===== config.mk =====
export PLATFORM = sky130hd
export DESIGN_NAME = serial_adder
export DESIGN_NICKNAME = d
export VERILOG_FILES = /design/src/rtl/serial_adder.sv
export SDC_FILE = /design/constraint.sdc
export NUM_CORES = 1
export LEC_CHECK = 0
export ABC_AREA = 1
export BUFFER_PORTS_ARGS = -buffer_cell sky130_fd_sc_hd__buf_2
export CAP_MARGIN = 25
export CORE_ASPECT_RATIO = 1.2
export CORE_MARGIN = 8
export CORE_UTILIZATION = 50
export DETAILED_ROUTE_END_ITERATION = 10
export PLACE_DENSITY_LB_ADDON = 0.3
export SETUP_SLACK_MARGIN = 0.05
export SYNTH_ARGS = -nofsm -noshare
export SYNTH_HDL_FRONTEND = slang
export SYNTH_SLANG_ARGS = --single-unit

===== constraint.sdc =====
create_clock -name clk -period 3.1 [get_ports clk]
set_clock_uncertainty 0.15 [all_clocks]
set_input_delay 0.62 -clock clk [delete_from_list [all_inputs] [get_ports clk]]
set_output_delay 0.62 -clock clk [all_outputs]
set_load 0.05 [all_outputs]

===== src/rtl/serial_adder.sv =====
// Bit-serial ripple adder: one full-adder cell, a carry flop and operand/result shift
// registers. One bit pair is consumed per clock, LSB first; the WIDTH-bit sum and the
// carry-out are loaded into holding registers on the last bit and flagged with a done pulse.
module serial_adder #(
  parameter int unsigned WIDTH = 8,
  parameter int unsigned CNT_W = 6
) (
  input  logic             clk,
  input  logic             rst_n,
  input  logic             start,
  input  logic [WIDTH-1:0] a,
  input  logic [WIDTH-1:0] b,
  input  logic             cin,
  output logic             busy,
  output logic             done,
  output logic [WIDTH-1:0] sum,
  output logic             cout
);

  typedef enum logic [1:0] {StIdle, StShift, StDone} state_e;

  localparam logic [CNT_W-1:0] LastCnt = CNT_W'(WIDTH - 1);

  state_e             state_q, state_d;
  logic [WIDTH-1:0]   a_sr_q, a_sr_d;
  logic [WIDTH-1:0]   b_sr_q, b_sr_d;
  logic [WIDTH-1:0]   s_sr_q, s_sr_d;
  logic               carry_q, carry_d;
  logic [CNT_W-1:0]   cnt_q, cnt_d;
  logic [WIDTH-1:0]   sum_q, sum_d;
  logic               cout_q, cout_d;

  logic               fa_bit;
  logic               fa_carry;
  logic [WIDTH-1:0]   s_shift;

  // Full-adder cell on the current LSBs, and the result register with the new bit at the MSB.
  always_comb begin
    fa_bit   = a_sr_q[0] ^ b_sr_q[0] ^ carry_q;
    fa_carry = (a_sr_q[0] & b_sr_q[0]) | (a_sr_q[0] & carry_q) | (b_sr_q[0] & carry_q);
    // Shift form avoids an empty part-select when WIDTH is 1.
    s_shift  = (s_sr_q >> 1) | (WIDTH'(fa_bit) << (WIDTH - 1));
  end

  // Next-state logic: operand load on accepted start, one bit per cycle while shifting.
  always_comb begin
    state_d = state_q;
    a_sr_d  = a_sr_q;
    b_sr_d  = b_sr_q;
    s_sr_d  = s_sr_q;
    carry_d = carry_q;
    cnt_d   = cnt_q;
    sum_d   = sum_q;
    cout_d  = cout_q;

    unique case (state_q)
      StIdle, StDone: begin
        if (start) begin
          a_sr_d  = a;
          b_sr_d  = b;
          carry_d = cin;
          s_sr_d  = '0;
          cnt_d   = '0;
          state_d = StShift;
        end else begin
          state_d = StIdle;
        end
      end
      StShift: begin
        // start is deliberately ignored here so an operation in flight is never disturbed.
        a_sr_d  = a_sr_q >> 1;
        b_sr_d  = b_sr_q >> 1;
        s_sr_d  = s_shift;
        carry_d = fa_carry;
        cnt_d   = cnt_q + CNT_W'(1);
        if (cnt_q == LastCnt) begin
          sum_d   = s_shift;
          cout_d  = fa_carry;
          state_d = StDone;
        end
      end
      default: state_d = StIdle;
    endcase
  end

  // State registers with synchronous active-low reset.
  always_ff @(posedge clk) begin
    if (!rst_n) begin
      state_q <= StIdle;
      a_sr_q  <= '0;
      b_sr_q  <= '0;
      s_sr_q  <= '0;
      carry_q <= 1'b0;
      cnt_q   <= '0;
      sum_q   <= '0;
      cout_q  <= 1'b0;
    end else begin
      state_q <= state_d;
      a_sr_q  <= a_sr_d;
      b_sr_q  <= b_sr_d;
      s_sr_q  <= s_sr_d;
      carry_q <= carry_d;
      cnt_q   <= cnt_d;
      sum_q   <= sum_d;
      cout_q  <= cout_d;
    end
  end

  // Handshake outputs decode directly from the registered state.
  always_comb begin
    busy = (state_q == StShift);
    done = (state_q == StDone);
    sum  = sum_q;
    cout = cout_q;
  end

endmodule


# Word level (Yosys, flattened, before mapping)
# Index checks and enable logic that the tools add are counted.
word_totals:
  register_bits: 42
  inputBits: 20
  out_inout_bits: 11
  wordCells: 40
op_classes:
  addsub: 1
  n_eq_ne: 5
  mux: 13
  bitwise: 8
  n_reduce_logical: 5
ops:
  columns: ["operator", "count"]
  rows:
  - ["case mux 8 bit (2 select lines)", 3]
  - ["two-way mux 8 bit", 3]
  - ["case mux 6 bit (2 select lines)", 1]
  - ["bitwise OR 7 x 8 -> 8 bit", 1]
  - ["adder 6 x 1 -> 6 bit (second input constant)", 1]
  - ["== test 6 x 3 -> 1 bit (second input constant)", 1]
  - ["two-way mux 6 bit", 1]
  - ["case mux 2 bit (2 select lines)", 1]
  - ["AND reduction 2 bit", 2]
  - ["bitwise AND 1 bit", 3]
  - ["== test 2 x 1 -> 1 bit (second input constant)", 1]
  - ["== test 2 bit (second input constant)", 1]
  - ["zero test 2 bit", 1]
  - ["two-way mux 1 bit", 2]
  - ["two-way mux 2 bit", 1]
  - ["inequality test 2 x 1 -> 1 bit (second input constant)", 1]
  - ["inequality test 2 bit (second input constant)", 1]
  - ["bitwise OR 1 bit", 2]
  - ["case mux 1 bit (2 select lines)", 1]
  - ["nonzero test 2 bit", 1]
  - ["OR reduction 2 bit", 1]
  - ["bitwise XOR 1 bit", 2]

# Logic depth before layout (Yosys ltp)
# Gate-level depths: netlist (run 1).
depth:
  ltp_word: 4
  ltp_mapped: 7

# Worst setup path after synthesis (run 1)
# OpenSTA, ideal clock, no wires.
synth_timing:
  path_type: "reg2out"
  start: "reg state_q[1]"
  end: "out done"
  arrival_ns: 1.059
  required_ns: 2.330
  setup_slack_ns: 1.271
  path_stages_with_launch: 3
  cell_sequence: "dfxtp_1 inv_1 nor2_1"
synth_between:
  elab_chain_cells: 1
synth_rtl:
  columns: ["element", "line", "rtl"]
  rows:
  - ["start: declaration", "24", "state_e state_q, state_d;"]
  - ["start signal: assignment", "89", "state_q <= StIdle;"]
  - ["start signal: assignment", "98", "state_q <= state_d;"]
  - ["== test 2 bit", "112", "done = (state_q == StDone);"]
  - ["end: declaration", "15", "output logic done,"]
# Every way passes these cells.

# Worst setup path in the final report (run 1)
layout_timing:
  start: "reg state_q[0]"
  end: "out busy"
layout_between:
  elab_chain_cells: 1
layout_rtl:
  columns: ["element", "line", "rtl"]
  rows:
  - ["== test 2 x 1 -> 1 bit", "111", "busy = (state_q == StShift);"]
  - ["end: declaration", "14", "output logic busy,"]
# Every way passes these cells.

==> results of run 1 <==
-- worst max-delay path by stage --
| stage | endpoint | start |
|---|---|---|
| 2_1_floorplan | done | state_q[1]$_SDFFE_PN0P_ |
| 6_report | busy | state_q[0]$_SDFFE_PN0P_ |
| 3_5_place_dp | a_sr_q[3]$_SDFFE_PN0P_ | start |
| 5_1_grt | busy | state_q[0]$_SDFFE_PN0P_ |
| 3_3_place_gp | a_sr_q[5]$_SDFFE_PN0P_ | start |
| 4_1_cts | busy | state_q[0]$_SDFFE_PN0P_ |
-- state kept, by name, indices dropped and copies added (netlist names) --
register / cells
cout: 1
s_sr_q: 7
state_q: 2
b_sr_q: 8
carry_q: 1
cnt_q: 6
a_sr_q: 8
sum: 8
-- synthesized netlist by cell type --
| cell type | count | area share (%) |
|---|---|---|
| nand2_2 | 1 | 0.35 |
| nand3_1 | 12 | 3.3 |
| clkinv_1 | 1 | 0.21 |
| a21oi_1 | 30 | 8.3 |
| nand3_4 | 1 | 0.97 |
| nand4_1 | 10 | 3.5 |
| fa_1 | 1 | 1.1 |
| ha_1 | 1 | 0.69 |
| nand2_1 | 105 | 22 |
| nor2_2 | 3 | 1.0 |
| inv_2 | 2 | 0.41 |
| buf_1 | 2 | 0.41 |
| nor2_4 | 1 | 0.62 |
| inv_1 | 25 | 5.2 |
| buf_6 | 4 | 2.5 |
| o21ai_0 | 3 | 0.83 |
| buf_4 | 1 | 0.41 |
| buf_2 | 2 | 0.55 |
| clkbuf_1 | 2 | 0.41 |
| nor2_1 | 8 | 1.7 |
| nand2_4 | 1 | 0.62 |
| dfxtp_1 | 41 | 45 |
-- power by group through the flow --
stage	clock network [mW]	registers, mW	logic (mW)
6_report	0.443	0.558	0.108
2_1_floorplan	0	0.568	0.0897
3_5_place_dp	0	0.570	0.109
3_3_place_gp	0	0.570	0.108
4_1_cts	0.455	0.558	0.110
5_1_grt	0.472	0.561	0.123
-- per-stage QoR --
stage	area, sq um	setup slack, ns	utilization (%)
after global placement	1950	1.25	55.0
final	2070	1.20	58.3
after global routing	2070	1.11	58.3
after CTS	2070	1.17	58.3
after detailed placement	1950	1.23	55.0
after floorplan	1810	1.27	-
-- per-layer routing --
layer / part of all wire (%) / vias up / wire length (microns) / GRT usage, %
met1: 47 / 681 / 1680 / 14.5
met4: 0.78 / 0 / 28 / 6.25
met2: 47 / 29 / 1690 / 23.7
li1: - / 858 / - / -
met3: 4.9 / 2 / 177 / 5.25
met5: 0 / - / 0 / 0
-- logic make-up (layout without fill, tap and decap cells) --
group                    Yosys count  after routing
AO/OA/AOI/OAI                     33             33
flip-flops                        41             41
buffers and inverters             39             68
AND/OR/NAND/NOR                  142            142
adder cells (fa/ha/maj)            2              2
-- layout make-up --
cell class | instances | area share, %
repair buffers | 32 | 8.00
well taps | 39 | 2.36
flip-flops and latches | 41 | 39.7
clock buffers | 7 | 4.18
inverters | 28 | 5.09
clock inverters | 1 | 1.45
multi-input cells | 177 | 39.2
-- worst register-to-register path: stages (launching register included) --
cell	delay, ns
dfxtp_1	0.40
ha_1	0.22
nand2_1	0.10
nor2_1	0.23
nand3_4	0.18
nand3_1	0.11
nand2_1	0.06
==> key figures, run 1 <==
Cells and area
  • Non-filler instance count after layout: 325
  • Area grow syn2layout: 13.9%
  • Ant. Diodes: 0
  • Fillcell total: 355
  • # nets final: 307
  • Multi-input logic area: 810 sq um
  • Most common cell after layout, fill and taps aside: nand2_1
  • Share of cells above drive strength 1: 16.8%
  • Seq. cell area: 821 sq um
  • Most frequent cells in the layout: nand2_1, dfxtp_1, a21oi_1, buf_2, inv_1

STA
  • Fin. Hold Viols: 0
  • Fin crit period: 1.90 ns
  • Number of setup violations in the final report: 0
  • Fin. max-slew vios: 0
  • F_max: 0.525 GHz
  • Unrepaired setup endpoints after global routing: false
  • Worst hold margin: 0.315 ns
  • Crit share post-route: 61.4%
  • Fin Setup TNS: 0 ns
  • Rel. slew slack: 58.9%
  • Slew @ Worst Pin: 0.616 ns

CTS
  • Post-CTS setup buffer count: 0
  • Clock latency at the later pin of the worst-skew pair: 0.29 ns
  • Max H-tree Level: 2
  • Root Buffer: clkbuf_8
  • Total CTS buffers: 5
  • Clock sink total: 41
  • TritonCTS clock tree: built
  • Worst-path clk slew: 0.08 ns
  • Hold buffers post-CTS: 0
  • Post-cts resize count: 0
  • Clock buffer depth: 2

Synth
  • Synth Cell Area: 1810 sq um
  • Largest family of logic cells by synthesized area: simple AND/OR/NAND/NOR gates
  • Adder-cell area share of the yosys netlist: 1.79%
  • Cells after Synth: 257
  • Syn_nets: 279
  • Synth Area in XOR/XNOR: 0%
  • Post-synthesis cell type count: 22
  • Syn. warnings: 0
  • Simple-gate share of the synthesized area: 33.7%
  • Post-synthesis compound-gate area fraction: 9.11%
  • Sequential area share after synthesis: 45.3%
  • Mean Syn Cell Area: 7.05 sq um
  • Multiplexer share of the synthesized area: 0%
  • Register bit total from synthesis: 41

Critical path
  • Worst EP arrival: 1.13 ns
  • Critical Path RT: 2.33 ns
  • Buf+Inv Stages, Crit Path: 2
  • CP delay by family, top: flip-flops
  • Crit-path max cell delay: 0.39 ns
  • Crit Path Class: register to output pin
  • R2R Path End: sum[6]$_SDFFE_PN0P_
  • Setup crit end kind: output pin
  • Slowest cell on the critical path: dfxtp_1
  • Critical path fanouts, max: 4
  • R2R Setup Slk: 1.53 ns
  • Cells on worst reg2reg path: 6
  • CP startpoint kind: register
  • Worst path depth: 3
  • Crit path cell chain: inv_2 -> nor2_4 -> buf_2
  • Reg2Reg Launch Point: cnt_q[0]$_SDFFE_PN0P_

Job
  • Max cap viols: 0

Routing
  • Wire length per cell: 11.0 microns
  • Via/cell ratio: 4.83
  • Initial DRC Count: 94
  • TritonRoute pass-1 iters: 4
  • Routed WL: 3580 microns
  • Vias: 1570
  • ANT nets after route: 0
  • DRC violations left: 0

Power
  • Tot Pwr: 1.11 mW
  • Register share of total power: 50.3%
  • Clock power frac: 40.0%
  • Pwr dens: 537 nW/um^2
  • Power share of the combinational group: 9.7%
  • Sw frac: 23.8%
  • P_int: 844 uW
  • Switch Pwr: 264 uW
  • Peak VDD IR: 0.365 mV
  • Leakage: 0.969 nW

Hold path
  • Hold path start: a_sr_q[7]$_SDFFE_PN0P_
  • Hold EP: a_sr_q[7]$_SDFFE_PN0P_
  • Hold Crit Depth: 2
  • Min-delay worst type: register to register

Global route
  • Vias in the first global route: 1514
  • Grt ovf: 0
  • Initial antenna violation count: 0
  • Total track usage: 13.6%
  • Largest net degree at the start of global routing: 39
  • First-pass GRT wire length: 6340 microns

Place
  • Placed cells: 317
  • Placer Congestion: 0.752
  • Dpl hpwl: 2380 microns
  • PortBufs: 30

Floorplan
  • Core area: 3540 sq um
  • Die area: 5820 sq um
  • Die H: 82.0 microns
  • Row count: 24
  • Die W: 71.0 microns
  • Initial Util: 51.2%
  • I/O pins: 31

Run status
  • Status: finished, final reports clean
No activity file was read; power rests on OpenSTA's default activity.
==> run 2, diff against run 1 <==
ABC_AREA = 0   (was 1)
CORE_UTILIZATION = 49   (was 50)
clock period = 1.7 ns   (was 3.1 ns; I/O delays follow)
==> run 2 against run 1 <==
Net effect: worst setup slack lost 1.1 ns; total power grew 82%; highest routed layer unchanged; hold slack lost 0.18 ns; register-to-register slack lost 1.3 ns; synthesized cell count shrank 25%; via count shrank 8.0%; critical endpoint unchanged; routed wire length shrank 1.2%; flip-flop and latch count is the same; critical path depth is the same; largest cell class unchanged; non-clock buffer count grew 6.
==> key figures, run 2 <==
Routing
  • Met2 wire len: 1620 microns
  • Wl on met1: 1720 microns
  • TritonRoute pass-1 iters: 5
  • Met3 wire length: 164 microns
  • ANT nets after route: 0
  • Initial DRC Count: 73
  • Via/cell ratio: 5.56
  • Routed WL: 3540 microns
  • DRC violations left: 0
  • Vias: 1445
  • Highest routed layer: met4
  • Wire length per cell: 13.6 microns

Global route
  • Grt ovf: 0
  • Largest net degree at the start of global routing: 29
  • First-pass GRT wire length: 5990 microns
  • Total track usage: 12.7%
  • Initial antenna violation count: 0
  • Vias in the first global route: 1372

Synth
  • Synth area leader: dfxtp_1
  • Syn_nets: 214
  • Post-synthesis compound-gate area fraction: 18.1%
  • Mean Syn Cell Area: 9.34 sq um
  • Multiplexer share of the synthesized area: 6.21%
  • Register bit total from synthesis: 41
  • Adder-cell area share of the yosys netlist: 1.81%
  • Post-synth EDFFs: 0
  • FFs w/ async S/R, synth: 0%
  • Post-synth top flop: dfxtp_1
  • Simple-gate share of the synthesized area: 19.7%
  • Post-synth top area share: 45.8%
  • Largest family of logic cells by synthesized area: simple AND/OR/NAND/NOR gates
  • Most frequent cell after synthesis: dfxtp_1
  • Synth Area in XOR/XNOR: 0%
  • Cells after Synth: 192
  • Synth Cell Area: 1790 sq um
  • Syn. warnings: 0
  • Area contributors post-synth: dfxtp_1, nand3_1, a21oi_1
  • Top post-synthesis cells by count: dfxtp_1, nand3_1, nand2_1, a21oi_1, a22oi_1
  • Sequential area share after synthesis: 45.8%
  • Post-synthesis cell type count: 33

Floorplan
  • Die W: 71.2 microns
  • Core area: 3570 sq um
  • Die H: 82.3 microns
  • I/O pins: 31
  • Row count: 24
  • Die area: 5860 sq um
  • Initial Util: 50.2%

Power
  • Switch Pwr: 463 uW
  • Leakage: 0.791 nW
  • Sw frac: 22.9%
  • Peak VDD IR: 0.708 mV
  • Clock power frac: 39.1%
  • Power share of the combinational group: 10.6%
  • Register share of total power: 50.2%
  • P_int: 1.56 mW
  • Pwr dens: 982 nW/um^2

CTS
  • Clock latency at the later pin of the worst-skew pair: 0.29 ns
  • TritonCTS clock tree: built
  • Worst-path clk slew: 0.07 ns
  • Post-CTS setup buffer count: 0
  • Hold buffers post-CTS: 0
  • Post-cts resize count: 1
  • Clock sink total: 41
  • Root Buffer: clkbuf_8
  • Total CTS buffers: 5
  • Clock buffer depth: 2
  • Max H-tree Level: 2

STA
  • F_max: 0.630 GHz
  • Rel. slew slack: 73.6%
  • Fin. Hold Viols: 0
  • Unrepaired setup endpoints after global routing: false
  • Fin crit period: 1.59 ns
  • Worst hold margin: 0.138 ns
  • Crit share post-route: 93.4%
  • Fin. max-slew vios: 0
  • Number of setup violations in the final report: 0
  • Fin Setup TNS: 0 ns
  • Slew @ Worst Pin: 0.395 ns

Cells and area
  • Most common cell after layout, fill and taps aside: dfxtp_1
  • Ant. Diodes: 0
  • Share of cells above drive strength 1: 24.4%
  • # nets final: 242
  • Finished Core Util: 57.6%
  • Area grow syn2layout: 14.9%
  • Most frequent cells in the layout: dfxtp_1, nand3_1, buf_2, nand2_1, a21oi_1

Critical path
  • Crit Path Class: register to output pin
  • R2R Setup Slk: 0.26 ns
  • CP delay by family, top: flip-flops
  • Worst Setup EP: busy
  • Buf+Inv Stages, Crit Path: 2
  • Cells on worst reg2reg path: 4
  • Critical Path RT: 1.21 ns
  • Reg2Reg Launch Point: cnt_q[0]$_SDFFE_PN0P_
  • R2R Path End: cnt_q[4]$_SDFFE_PN0P_
  • Crit-path max cell delay: 0.31 ns
  • CP startpoint kind: register
  • Setup crit end kind: output pin
  • Setup crit start: state_q[1]$_SDFFE_PN0P_
  • Crit path cell chain: nand2b_4 -> inv_4 -> buf_4
  • Worst path depth: 3
  • Worst EP arrival: 1.10 ns
  • Critical path fanouts, max: 14
  • Slowest cell on the critical path: dfxtp_1

Run status
  • Status: finished, final reports clean

Place
  • Dpl hpwl: 2410 microns
  • PortBufs: 30
  • Placer Congestion: 0.701

Job
  • Max cap viols: 0

Hold path
  • Min-delay worst type: input port to register
[run 2: worst min-delay path by stage]
stage / start / endpoint / cells after the start / slack [ns]
CTS: b[7] / b_sr_q[7]$_SDFFE_PN0P_ / 3 / 0.13
floorplan: s_sr_q[1]$_SDFFE_PN0P_ / sum[0]$_SDFFE_PN0P_ / 2 / 0.29
global route: a[7] / a_sr_q[7]$_SDFFE_PN0P_ / 3 / 0.15
detailed placement: sum[6]$_SDFFE_PN0P_ / sum[6]$_SDFFE_PN0P_ / 2 / 0.30
finish: a[7] / a_sr_q[7]$_SDFFE_PN0P_ / 3 / 0.14
global placement: sum[6]$_SDFFE_PN0P_ / sum[6]$_SDFFE_PN0P_ / 2 / 0.29
[run 2: worst reg2reg max path: stages (launching register included)]
cell	delay (ns)
dfxtp_1	0.36
ha_1	0.25
nand3_1	0.13
or3_1	0.34
a31oi_2	0.14
[run 2: area by class of cell]
type / count / area (sq um)
multi-input combinational: 131 / 821
fill: 328 / 1510
clock buffer: 7 / 86.3
sequential: 41 / 822
clock inverter: 1 / 30.0
inverter: 3 / 13.8
tap: 39 / 48.8
timing repair buffer: 38 / 238
[run 2: power by group through the flow]
| stage | sequential [mW] | clock, mW | combinational (mW) |
|---|---|---|---|
| after CTS | 1.02 | 0.812 | 0.216 |
| final | 1.02 | 0.791 | 0.215 |
| after global placement | 1.04 | 0 | 0.214 |
| after detailed placement | 1.04 | 0 | 0.215 |
| after global routing | 1.02 | 0.854 | 0.241 |
| after floorplan | 1.03 | 0 | 0.167 |
[run 2: logic make-up (layout without fill, tap and decap cells)]
family / count (synthesis) / after routing
adder cells (fa/ha/maj): 2 / 2
multiplexers: 11 / 11
buffers and inverters: 20 / 49
flip-flops: 41 / 41
AND/OR/NAND/NOR: 70 / 70
AO/OA/AOI/OAI: 48 / 48
[run 2: per-stage QoR]
stage | total power [mW] | instance area, sq um | setup WS (ns) | cells
2_1_floorplan | 1.20 | 1790 | 0.389 | 192
3_3_place_gp | 1.25 | 1940 | 0.208 | 252
3_5_place_dp | 1.25 | 1940 | 0.189 | 252
4_1_cts | 2.04 | 2060 | 0.0653 | 260
5_1_grt | 2.12 | 2060 | 0.0563 | 260
6_report | 2.02 | 2060 | 0.112 | 260
[run 2: per-layer routing]
layer | track usage [%] | vias to the layer above
met5 | 0 | -
met4 | 5.63 | 0
met3 | 3.99 | 4
met2 | 21.9 | 26
met1 | 14.1 | 682
li1 | - | 733
